$ cat src/rtl/dac_sched_pkg.sv
// Shared types and helpers for the multi-channel DAC frame scheduler.
package dac_sched_pkg;

  localparam int DAC_WORD_W = 16;

  typedef enum logic [1:0] {
    IDLE,
    SHIFT,
    GAP
  } schedState_t;

  // Width of an index able to address n items; never narrower than one bit.
  function automatic int idxWidth(input int n);
    return (n <= 2) ? 1 : $clog2(n);
  endfunction

endpackage

$ cat src/rtl/dac_rr_arbiter.sv
// Combinational round-robin picker: first set request searching upward from ptr+1, wrapping at N_CH.
module dac_rr_arbiter
  import dac_sched_pkg::*;
#(
  parameter int N_CH = 4,
  localparam int IW = idxWidth(N_CH)
) (
  input  logic [N_CH-1:0] i_req,
  input  logic [IW-1:0]   i_ptr,
  output logic [N_CH-1:0] o_grant,
  output logic [IW-1:0]   o_grantIdx,
  output logic            o_valid
);

  logic [IW:0] w_cand;

  // One extra bit keeps ptr+i from overflowing before the modulo wrap.
  always_comb begin
    o_grant    = '0;
    o_grantIdx = '0;
    o_valid    = 1'b0;
    w_cand     = '0;
    for (int i = 1; i <= N_CH; i++) begin
      w_cand = {1'b0, i_ptr} + (IW+1)'(i);
      if (w_cand >= (IW+1)'(N_CH)) begin
        w_cand = w_cand - (IW+1)'(N_CH);
      end
      if (!o_valid && i_req[w_cand[IW-1:0]]) begin
        o_valid                     = 1'b1;
        o_grantIdx                  = w_cand[IW-1:0];
        o_grant[w_cand[IW-1:0]]     = 1'b1;
      end
    end
  end

endmodule

$ cat src/rtl/dac_frame_scheduler.sv
// Round-robin scheduler sharing one serial DAC bus between N_CH requesters (16-bit MSB-first frames).
// Optional idle refresh of held channel values is enabled by defining DAC_SCHED_REFRESH_EN.
module dac_frame_scheduler
  import dac_sched_pkg::*;
#(
  parameter int                    N_CH       = 4,
  parameter int                    GAP_CYCLES = 1,
  parameter logic [DAC_WORD_W-1:0] RESET_CODE = 16'h8000
) (
  input  logic                         DAC_clock,
  input  logic                         reset,
  input  logic [N_CH-1:0]              req,
  input  logic [DAC_WORD_W*N_CH-1:0]   req_data,
  output logic [N_CH-1:0]              ack,
  output logic                         DAC_serial_data,
  output logic [N_CH-1:0]              DAC_word_sync,
  output logic                         DAC_reset,
  output logic                         busy,
  output logic [idxWidth(N_CH)-1:0]    active_ch
);

  localparam int IW = idxWidth(N_CH);
  localparam int BW = idxWidth(DAC_WORD_W);
  localparam int GW = idxWidth(GAP_CYCLES);

  schedState_t                      r_state, w_stateNext;
  logic [N_CH-1:0]                  r_sync, w_syncNext;
  logic                             r_data, w_dataNext;
  logic [DAC_WORD_W-1:0]            r_shift, w_shiftNext;
  logic [BW-1:0]                    r_bitIdx, w_bitIdxNext;
  logic [GW-1:0]                    r_gapCnt, w_gapCntNext;
  logic [N_CH-1:0]                  r_ack, w_ackNext;
  logic                             r_busy, w_busyNext;
  logic [IW-1:0]                    r_activeCh, w_activeNext;
  logic [IW-1:0]                    r_rrPtr, w_rrPtrNext;
  logic [N_CH-1:0][DAC_WORD_W-1:0]  r_held;
  logic                             w_capture;

  logic [N_CH-1:0]                  w_reqGrant;
  logic [IW-1:0]                    w_reqIdx;
  logic                             w_reqValid;
  logic [DAC_WORD_W-1:0]            w_reqWord;

  logic                             w_startValid;
  logic [N_CH-1:0]                  w_startGrant;
  logic [IW-1:0]                    w_startIdx;
  logic [DAC_WORD_W-1:0]            w_startWord;

  dac_rr_arbiter #(.N_CH(N_CH)) u_reqArb (
    .i_req      (req),
    .i_ptr      (r_rrPtr),
    .o_grant    (w_reqGrant),
    .o_grantIdx (w_reqIdx),
    .o_valid    (w_reqValid)
  );

  assign w_reqWord = req_data[int'(w_reqIdx)*DAC_WORD_W +: DAC_WORD_W];

`ifdef DAC_SCHED_REFRESH_EN
  logic [IW-1:0]   r_refPtr, w_refPtrNext;
  logic [N_CH-1:0] w_refGrant;
  logic [IW-1:0]   w_refIdx;
  logic            w_refValid;

  // The same rotation logic with every input set simply steps the refresh pointer by one.
  dac_rr_arbiter #(.N_CH(N_CH)) u_refArb (
    .i_req      ({N_CH{1'b1}}),
    .i_ptr      (r_refPtr),
    .o_grant    (w_refGrant),
    .o_grantIdx (w_refIdx),
    .o_valid    (w_refValid)
  );

  assign w_startValid = w_reqValid | w_refValid;
  assign w_startGrant = w_reqValid ? w_reqGrant : w_refGrant;
  assign w_startIdx   = w_reqValid ? w_reqIdx   : w_refIdx;
  assign w_startWord  = w_reqValid ? w_reqWord  : r_held[w_refIdx];

  always_ff @(posedge DAC_clock) begin
    if (reset) begin
      r_refPtr <= IW'(N_CH-1);
    end else begin
      r_refPtr <= w_refPtrNext;
    end
  end
`else
  logic w_unusedHeld;

  assign w_startValid = w_reqValid;
  assign w_startGrant = w_reqGrant;
  assign w_startIdx   = w_reqIdx;
  assign w_startWord  = w_reqWord;
  assign w_unusedHeld = ^r_held;
`endif

  always_comb begin
    w_stateNext  = r_state;
    w_syncNext   = r_sync;
    w_dataNext   = r_data;
    w_shiftNext  = r_shift;
    w_bitIdxNext = r_bitIdx;
    w_gapCntNext = r_gapCnt;
    w_ackNext    = '0;
    w_busyNext   = r_busy;
    w_activeNext = r_activeCh;
    w_rrPtrNext  = r_rrPtr;
    w_capture    = 1'b0;
`ifdef DAC_SCHED_REFRESH_EN
    w_refPtrNext = r_refPtr;
`endif
    case (r_state)
      IDLE: begin
        w_syncNext = '1;
        w_dataNext = 1'b0;
        w_busyNext = 1'b0;
        if (w_startValid) begin
          w_syncNext   = ~w_startGrant;
          w_dataNext   = w_startWord[DAC_WORD_W-1];
          w_shiftNext  = {w_startWord[DAC_WORD_W-2:0], 1'b0};
          w_bitIdxNext = BW'(DAC_WORD_W-1);
          w_activeNext = w_startIdx;
          w_busyNext   = 1'b1;
          w_stateNext  = SHIFT;
          // Only real requests are acked and advance fairness; refresh frames leave both untouched.
          if (w_reqValid) begin
            w_capture   = 1'b1;
            w_ackNext   = w_reqGrant;
            w_rrPtrNext = w_reqIdx;
          end
`ifdef DAC_SCHED_REFRESH_EN
          else begin
            w_refPtrNext = w_refIdx;
          end
`endif
        end
      end
      SHIFT: begin
        // r_bitIdx names the bit currently on the line; the frame ends once bit 0 has had its cycle.
        if (r_bitIdx == '0) begin
          w_syncNext   = '1;
          w_dataNext   = 1'b0;
          w_gapCntNext = GW'(GAP_CYCLES-1);
          w_stateNext  = GAP;
        end else begin
          w_dataNext   = r_shift[DAC_WORD_W-1];
          w_shiftNext  = {r_shift[DAC_WORD_W-2:0], 1'b0};
          w_bitIdxNext = r_bitIdx - BW'(1);
        end
      end
      GAP: begin
        if (r_gapCnt == '0) begin
          w_busyNext  = 1'b0;
          w_stateNext = IDLE;
        end else begin
          w_gapCntNext = r_gapCnt - GW'(1);
        end
      end
      default: begin
        w_stateNext = IDLE;
      end
    endcase
  end

  always_ff @(posedge DAC_clock) begin
    if (reset) begin
      r_state    <= IDLE;
      r_sync     <= '1;
      r_data     <= 1'b0;
      r_shift    <= '0;
      r_bitIdx   <= '0;
      r_gapCnt   <= '0;
      r_ack      <= '0;
      r_busy     <= 1'b0;
      r_activeCh <= '0;
      r_rrPtr    <= IW'(N_CH-1);
    end else begin
      r_state    <= w_stateNext;
      r_sync     <= w_syncNext;
      r_data     <= w_dataNext;
      r_shift    <= w_shiftNext;
      r_bitIdx   <= w_bitIdxNext;
      r_gapCnt   <= w_gapCntNext;
      r_ack      <= w_ackNext;
      r_busy     <= w_busyNext;
      r_activeCh <= w_activeNext;
      r_rrPtr    <= w_rrPtrNext;
    end
  end

  always_ff @(posedge DAC_clock) begin
    if (reset) begin
      r_held <= {N_CH{RESET_CODE}};
    end else if (w_capture) begin
      r_held[w_reqIdx] <= w_reqWord;
    end
  end

  assign ack             = r_ack;
  assign DAC_serial_data = r_data;
  assign DAC_word_sync   = r_sync;
  assign DAC_reset       = reset;
  assign busy            = r_busy;
  assign active_ch       = r_activeCh;

endmodule

$ cat config.mk
export PLATFORM = sky130hd
export DESIGN_NAME = dac_frame_scheduler
export DESIGN_NICKNAME = d
export VERILOG_FILES = /design/src/rtl/dac_sched_pkg.sv /design/src/rtl/dac_rr_arbiter.sv /design/src/rtl/dac_frame_scheduler.sv
export SDC_FILE = /design/constraint.sdc
export NUM_CORES = 1
export LEC_CHECK = 0
export CELL_PAD_IN_SITES_DETAIL_PLACEMENT = 0
export CELL_PAD_IN_SITES_GLOBAL_PLACEMENT = 1
export CORE_UTILIZATION = 35
export DETAILED_ROUTE_END_ITERATION = 6
export PLACE_DENSITY_LB_ADDON = 0.15
export RECOVER_POWER = 25
export SETUP_SLACK_MARGIN = 0.2
export SYNTH_ARGS = -nofsm -noshare
export SYNTH_HDL_FRONTEND = slang
export SYNTH_SLANG_ARGS = --single-unit
export TNS_END_PERCENT = 100
$ cat constraint.sdc
create_clock -name DAC_clock -period 3.4 [get_ports DAC_clock]
set_input_delay 1.02 -clock DAC_clock [delete_from_list [all_inputs] [get_ports DAC_clock]]
set_output_delay 1.02 -clock DAC_clock [all_outputs]
set_load 0.1 [all_outputs]
; ---- Yosys cells after proc, flatten, opt, wreduce, memory -nomap -nowiden
; Index checks and enable logic that the tools add are counted.
[totals]
latch_bits = 0
rom_bits = 0
out_inout_bits = 13
ramBits = 0
elab_cells = 121
input_bits = 70
ff_bits = 37
n_memories = 0
[classes]
n_mux = 54
n_bitwise = 6
add_sub_neg = 10
mul = 0
order_cmp = 12
shifts = 1
reduce_logical = 22
eq_ne = 6
n_div = 0
[op_table]
columns = operator, count
row1 = $shiftx 64x7->16, 1
row2 = $mux 16, 2
row3 = $mux 4, 8
row4 = $pmux 16 s2, 1
row5 = $mux 2, 11
row6 = $mux 1, 18
row7 = $pmux 4 s2, 2
row8 = $ge 3x3->1 const B, 4
row9 = $lt 2x3->1 const B, 4
row10 = $or 4x4->4, 3
row11 = $bmux 1 s2, 4
row12 = $demux 1 s2, 4
row13 = $ge 2x1->1 const B, 4
row14 = $reduce_and 2->1, 4
row15 = $sub 2x1->2 const B, 4
row16 = $logic_and 1x1->1, 7
row17 = $add 2x2->3 const B, 2
row18 = $ne 2x2->1 const B, 3
row19 = $pmux 1 s2, 3
row20 = $pmux 2 s3, 1
row21 = $reduce_and 3->1, 2
row22 = $reduce_bool 2->1, 3
row23 = $logic_not 4->1, 1
row24 = $not 4->4, 1
row25 = 11 further kinds, 14

; ---- Longest topological paths before layout
[logic_depth]
depth_word = 18
mapped_depth = 12
depth_no_buf = 8

; ---- By module
; Synthesis repeated with hierarchy kept, for this count alone.
[unflattened]
cells_unflattened = 289
area_unflattened_um2 = 2650.0
[modules_own_cells]
columns = module, seq_area_each_um2, area_each_um2, n_inst, cells_each
row1 = dac_frame_scheduler, 700.7, 2124.5, 1, 221
row2 = dac_rr_arbiter, 0.0, 525.5, 1, 68

; ---- Worst setup path before layout
; No wires, ideal clock.
[synth_path]
path_kind = input to register
startpoint = input req[3]
endpoint = register r_shift[7]
t_arrival_ns = 3.049
path_slack_ns = 0.224
setup_ns = 0.127
path_buffers = 3
required_ns = 3.273
path_stages = 9
cell_sequence = buf_2 -> mux4_2 -> o41ai_4 -> or2_1 -> buf_6 -> buf_8 -> a21oi_1 -> nor4bb_1 -> or3_1
[synth_between]
elab_chain_len = 15
word_cells_on_any_way = 27
cone_classes = eq/ne (1) / shift (1) / mux (18) / reduce/logical (7)
[synth_rtl]
columns = item, line
row1 = "start, declared", dac_frame_scheduler.sv:12  ; input logic [N_CH-1:0] req,
row2 = $bmux 1 s2, dac_rr_arbiter.sv:28  ; if (!o_valid && i_req[w_cand[IW-1:0]]) begin
row3 = $mux 1 (implied by the code), dac_rr_arbiter.sv:28
row4 = $mux 1, dac_rr_arbiter.sv:28
row5 = $logic_not 1->1, dac_rr_arbiter.sv:28
row6 = $logic_and 1x1->1, dac_rr_arbiter.sv:28
row7 = $mux 1, dac_rr_arbiter.sv:28
row8 = $logic_not 1->1, dac_rr_arbiter.sv:28
row9 = $logic_and 1x1->1, dac_rr_arbiter.sv:28
row10 = $mux 1, dac_rr_arbiter.sv:28
row11 = $logic_not 1->1, dac_rr_arbiter.sv:28
row12 = $logic_and 1x1->1, dac_rr_arbiter.sv:28
row13 = $mux 2, dac_rr_arbiter.sv:28
row14 = $shiftx 64x7->16, dac_frame_scheduler.sv:57  ; assign w_reqWord = req_data[int'(w_reqIdx)*DAC_WORD_W +: DAC_WORD_W];
row15 = $mux 16, dac_frame_scheduler.sv:116  ; if (w_startValid) begin
row16 = $pmux 16 s2, dac_frame_scheduler.sv:111  ; case (r_state)
row17 = "end signal, assigned", dac_frame_scheduler.sv:180  ; r_shift <= w_shiftNext;
row18 = "end, declared", dac_frame_scheduler.sv:29  ; logic [DAC_WORD_W-1:0] r_shift, w_shiftNext;
; Several ways; a longest one is shown, not always the timed one. The select of a mux whose other input is x is not followed.
; A chain may end at the register's enable or synchronous reset.

; ---- Final worst setup path
[layout_path]
startpoint = input req[3]
endpoint = register r_shift[13]
; Same word-level chain as after synthesis.

==> reports/results.ini <==
[logic_synthesis]
synth_top_cell_by_area=dfxtp_1
ys_types=46
syn_area_um2=3090
ys_ff_latch=35
syn_inst=398
avgSynthCellArea_um2=7.76
synth_edf_count=0
ys_seq_area_share_pct=22.7
synth_top_cell_area_share_pct=22.7
synth_area_leaders=dfxtp_1 23%, a21oi_1 7.0%, mux2_2 6.6%, nor2_1 6.2%, nor4bb_1 4.2%
syn-num-nets=477
yosysMostFrequentCell=nor2_1
yosys_warnings=0
ys_async_sr_fraction_pct=0
synth_ff_type=dfxtp_1
yosys-top-cells-count=51 x nor2_1, 43 x a21oi_1, 35 x dfxtp_1, 29 x clkbuf_1, 20 x o21ai_0

[timing]
rsz0062_at_grt=no
max_freq_mhz=320
slew_headroom_pct=17.8
finClkSkew_ns=0.00448
fin_tns_setup_ns=0
fin_crit_sh_pct=92.0
finalHoldViolations=0
setup_viol=0
whs_ns=0.446
maxSlewViolCount=0
final.min_clock_period_ns=3.13
worst_pin_slew_ns=1.23

[global_route]
grt_max_degree=39
overflow=0
antenna_found_initial=0
track_usage_pct=24.4
grt_pass1_wl_um=17300
grt_pass1_vias=3345

[finish]
syn_to_final_growth_pct=46.2
drive_above_1_share_pct=23.7
final_cell_area_um2=4520
antenna_cells=0
fin_nets=581

[clock_network]
cts_buffers=5
clockRootBuffer=clkbuf_8
cts_buffer_depth=2
cts_tree=done
cts.sinks=35
insertion_delay_ns=0.29
path_clk_slew_ns=0.07
htreeDepth=2

[power_and_ir_drop]
p_leak_nw=1.84
power_mw=4.41
powerDensity_nw_per_um2=977
peakVddDrop_mv=0.412
p_sw_mw=2.18
switching_share_pct=49.5
intPower_mw=2.23
seqPwrFrac_pct=15.0
combPwrFrac_pct=76.8
clock_power_share_pct=8.2

[floorplan]
die_y_um=95.9
die_area_um2=9200
start_util_pct=36.8
die_w_um=95.9
io_pins=83
fp-row-count=33
core_area_um2=8380

[place]
port_buffers=82
globalplace.congestion=0.876
dp_hpwl_um=8180
dpl_cell_area_um2=4290

[route]
ant_nets=0
first_pass_iters=5
routedWlPerCell_um=18.2
drcViolationCount=0
vias_per_cell=5.98
first_iter_violations=290
vias=3630
routed_wl_um=11100

[critical_path]
cp-end-kind=flop
crit_start=req[3]
startpoint_type=input port
critical_path_class=in2reg
cp_max_fo=16
r2r-start=r_rrPtr[1]$_SDFFE_PP1N_
cp.arrival_ns=3.30
cp_data_required_time_ns=3.57

[hold_path]
worstHoldPathType=reg2reg
hold_start=DAC_word_sync[3]$_SDFFE_PP1P_

[run]
maxCapViolCount=0

[outcome]
status=finished, final reports clean

## power groups by stage
| stage | Combinational, mW | Clock [mW] | Sequential, mW |
|---|---|---|---|
| 4_1_cts | 3.38 | 0.369 | 0.660 |
| 3_3_place_gp | 3.14 | 0 | 0.661 |
| 3_5_place_dp | 3.18 | 0 | 0.667 |
| 5_1_grt | 3.61 | 0.389 | 0.680 |
| 2_1_floorplan | 1.70 | 0 | 1.06 |
| 6_report | 3.39 | 0.363 | 0.660 |
## state kept, by name (all words and copies together), names as in the netlist
register	cells
r_state	2
DAC_serial_data	1
ack	4
r_bitIdx	4
DAC_word_sync	4
r_rrPtr	2
active_ch	2
r_shift	15
busy	1
## critical path, stage by stage
cell and delay, ns:
dlygate4sd2_1 0.31, mux4_2 0.52, buf_4 0.18, o41ai_4 0.38, or2_4 0.21, buf_12 0.14
a21oi_1 0.05, nor4bb_4 0.18, or3_1 0.31
## kinds of logic after synthesis
logic type               synth area share (%)
AO/OA/AOI/OAI                            29.7
XOR/XNOR                                 1.13
adder cells (fa/ha/maj)                  3.65
buffers and inverters                    8.18
flip-flops                               22.7
multiplexers                             12.4
AND/OR/NAND/NOR                          22.2
## worst paths after layout
kind | to | slack (ns) | cells after the start
worst max-delay path | r_shift[13]$_SDFFE_PP0P_ | 0.27 | 9
worst max register to register | r_shift[4]$_SDFFE_PP0P_ | 0.52 | 10
worst min register to register | DAC_word_sync[3]$_SDFFE_PP1P_ | 0.45 | 2
worst min-delay path | DAC_word_sync[3]$_SDFFE_PP1P_ | 0.45 | 2
## final cells by class
class                   instances  area, um2
clock buffers                   6       72.6
clock inverters                 1       30.0
well taps                     105        131
multi-input cells             310       2270
flip-flops and latches         35        701
inverters                       9       33.8
repair buffers                141       1280
fillers                       799       3870
## per-layer routing
metal | up-vias | routed length, um | GRT usage (%) | part of all wire, %
li1 | 1720 | - | - | -
met1 | 1740 | 5180 | 34.2 | 47
met2 | 157 | 4940 | 39.3 | 45
met3 | 13 | 754 | 3.40 | 6.8
met4 | 0 | 192 | 5.97 | 1.7
met5 | - | 0 | 0 | 0
## metrics by stage
step | util, % | setup WS (ns) | std cells
3_5_place_dp | 51.2 | -0.401 | 597
3_3_place_gp | 51.2 | -0.448 | 597
6_report | 53.9 | 0.271 | 607
4_1_cts | 54.2 | 0.321 | 607
2_1_floorplan | - | 0.224 | 398
5_1_grt | 53.9 | 0.202 | 607
## layout by cell type, fill, tap and decap left out, types with 13 or more instances in the layout
cell and n:
a21oi_1 43, a22oi_1 15, a31o_2 14, a31oi_1 15, buf_4 51, clkbuf_1 13
clkdlybuf4s50_1 65, dfxtp_1 35, mux2_2 18, nor2_1 51, nor4_1 14, o21ai_0 20
o22ai_1 16, or3_1 16
## timing repair
action	CTS	global route
pin swaps	2	0
setup endpoints to repair	18	7
hold endpoints to repair	0	0
hold buffers	0	0
gates resized for setup	24	3
buffers inserted	2	0
cloned	1	0
(Power assumes the default switching activity.)
==> RTL change: new RTL, same settings <==
Build with the macro `DAC_SCHED_REFRESH_EN` defined.
--- a/src/rtl/dac_frame_scheduler.sv
+++ b/src/rtl/dac_frame_scheduler.sv
@@ -1,5 +1,7 @@
 // Round-robin scheduler sharing one serial DAC bus between N_CH requesters (16-bit MSB-first frames).
 // Optional idle refresh of held channel values is enabled by defining DAC_SCHED_REFRESH_EN.
+`define DAC_SCHED_REFRESH_EN
+
 module dac_frame_scheduler
   import dac_sched_pkg::*;
 #(
Behaviour: not the same (Yosys sat finds a counterexample within 4 cycles, from zero or initial values and one cycle with reset high).
==> RTL change against the original RTL <==
- highest routed layer unchanged
- area after synthesis grew 87%
- power grew 32%
- sequential cell count grew 66
- the flow now finishes with violations (max-capacitance violations, max-slew violations)
- cell area grew 72%
- clock skew grew 0.0064 ns
- routed wire length grew 54%
- die area grew 85%
- worst setup slack lost 0.041 ns
==> RTL change: results (changes against the original RTL) <==
stage	metric	value	unit	change
critical_path	rr_endpoint	r_held[9]		was r_shift[4]
global_routing	use_met1	0.2600		was 0.3419
pwr	leakage	3.021	nW	was 1.844 nW
placement	dpl.cell_count	913		was 597
timing	finClkSkew	0.01085	ns	was 0.004481 ns
run_status	violations	max-capacitance violations, max-slew violations		
timing	slew_viol_final	84		was 0
global_routing	gr-usage-met3	0.03746		was 0.03397
drt	via_per_inst	5.396		was 5.980
clocking	clock_latency	0.35	ns	was 0.29 ns
synthesis	synth_top_flop_cell	dfxtp_1		unchanged
global_routing	grt_pass1_wl	26940	um	was 17,320 um
critical_path	reg2reg_depth	11		was 10
synthesis	syn-num-nets	668		was 477
pwr	peakVddDrop	335.0	uV	was 412.0 uV
synthesis	synthMuxAreaShare	0.1805		was 0.1240
placement	routabilityCongestion	0.8074		was 0.8763
synthesis	synth-compound-area-share	0.2607		was 0.2974
clocking	htreeDepth	3		was 2
critical_path	critical_path_arrival	3.31	ns	was 3.30 ns
critical_path	critPathMaxFanout	7		was 16
timing	timing.hold.ws	0.4578	ns	was 0.4456 ns
job	maxCapViolations	1		was 0
clocking	cts-root-buf	clkbuf_16		was clkbuf_8
synthesis	yosys_warnings	0		unchanged
synthesis	yosys.area_share.adder	0.02820		was 0.03647
drt	wl_per_cell	18.06	um	was 18.23 um
drt	drtIter0Drc	227		was 290
final_layout	layout-drive-gt1-share	0.2745		was 0.2371
drt	drt-total-wl	17000	um	was 11,070 um
final_layout	fill_cells	1535		was 799
hold_path	hp-start	busy		was DAC_word_sync[3]
timing	slew_headroom	-0.4742		was 0.1783
global_routing	grt_pass1_vias	5118		was 3,345
hold_path	hold_end	busy		was DAC_word_sync[3]
drt	firstDrtPassIters	4		was 5
timing	layout_setup_ws	0.2298	ns	was 0.2713 ns
synthesis	synthXorXnorAreaFrac	0.003037		was 0.01135
synthesis	synth_common_cells	dfxtp_1, nor2_1, a21oi_1, mux2i_1, clkbuf_1		was nor2_1, a21oi_1, dfxtp_1, clkbuf_1, o21ai_0
critical_path	rr_startpoint	r_rrPtr[1]		unchanged
placement	hpwl	11120	um	was 8181 um
run_status	status	finished with violations		was completed
final_layout	diodes	0		unchanged
synthesis	yosys-top-cells-area	dfxtp_1, mux2i_1, mux4_2		was dfxtp_1, a21oi_1, mux2_2
synthesis	synth-seq-area-share	0.3505		was 0.2269
global_routing	grtUsageMet2	0.3723		was 0.3929
placement	dp_slack	-0.2886	ns	was -0.4015 ns
global_routing	grt_usage	0.2085		was 0.2441
## RTL change: cells by family after synthesis
family / Yosys count
buf+inv: 66
mux: 78
compound gates: 193
simple gates: 132
flops: 101
fa+ha+maj: 13
xor+xnor: 2
## RTL change: worst max path at each step
stage,to,depth (start not counted),from
3_3_place_gp,r_shift[10],10,req[3]
5_1_grt,r_held[6],12,req[2]
3_5_place_dp,r_held[40],10,req[3]
2_1_floorplan,r_held[47],10,req[1]
6_report,r_held[9],12,req[2]
4_1_cts,r_held[3],10,req[0]
## RTL change: routing by layer
| metal | wire length (um) | vias to the layer above |
|---|---|---|
| met3 | 647 | 12 |
| met2 | 8674 | 104 |
| met5 | 0 | - |
| met4 | 143 | 0 |
| li1 | - | 2484 |
| met1 | 7531 | 2478 |
## RTL change: repair_timing
action,CTS,global route
gates cloned,3,2
setup endpoints to repair,72,63
pin swaps,7,6
setup buffers,4,4
resized for setup,12,17
## RTL change: final cells by class
type / instances / area share
clock buffer: 11 / 0.02996
clock inverter: 4 / 0.006443
inverter: 9 / 0.004349
multi-input combinational: 418 / 0.4443
sequential: 101 / 0.2603
tap: 216 / 0.03479
timing repair buffer: 182 / 0.2199
## RTL change: stage by stage
step	cell area [um2]	power [mW]	utilization	setup TNS [ns]
2_1_floorplan	5768	3.623	-	0
3_3_place_gp	7312	4.526	0.4570	-12.59
3_5_place_dp	7312	4.595	0.4570	-18.10
4_1_cts	7706	5.738	0.4816	0
5_1_grt	7767	6.152	0.4855	0
6_report	7767	5.816	0.4855	0
## RTL change: worst max-delay path, stage by stage
cell and delay (ns):
dlygate4sd2_1 0.24, buf_6 0.12, mux4_2 0.28, clkbuf_1 0.20
clkbuf_1 0.29, inv_1 0.07, a21oi_1 0.21, o221ai_1 0.18
buf_4 0.20, nor2_4 0.21, clkbuf_16 0.20, a211oi_2 0.06
## RTL change: power breakdown
part	internal, mW	switching [mW]
clock network	0.567	0.454
registers	1.48	0.153
logic	1.47	1.69
total	3.51	2.30
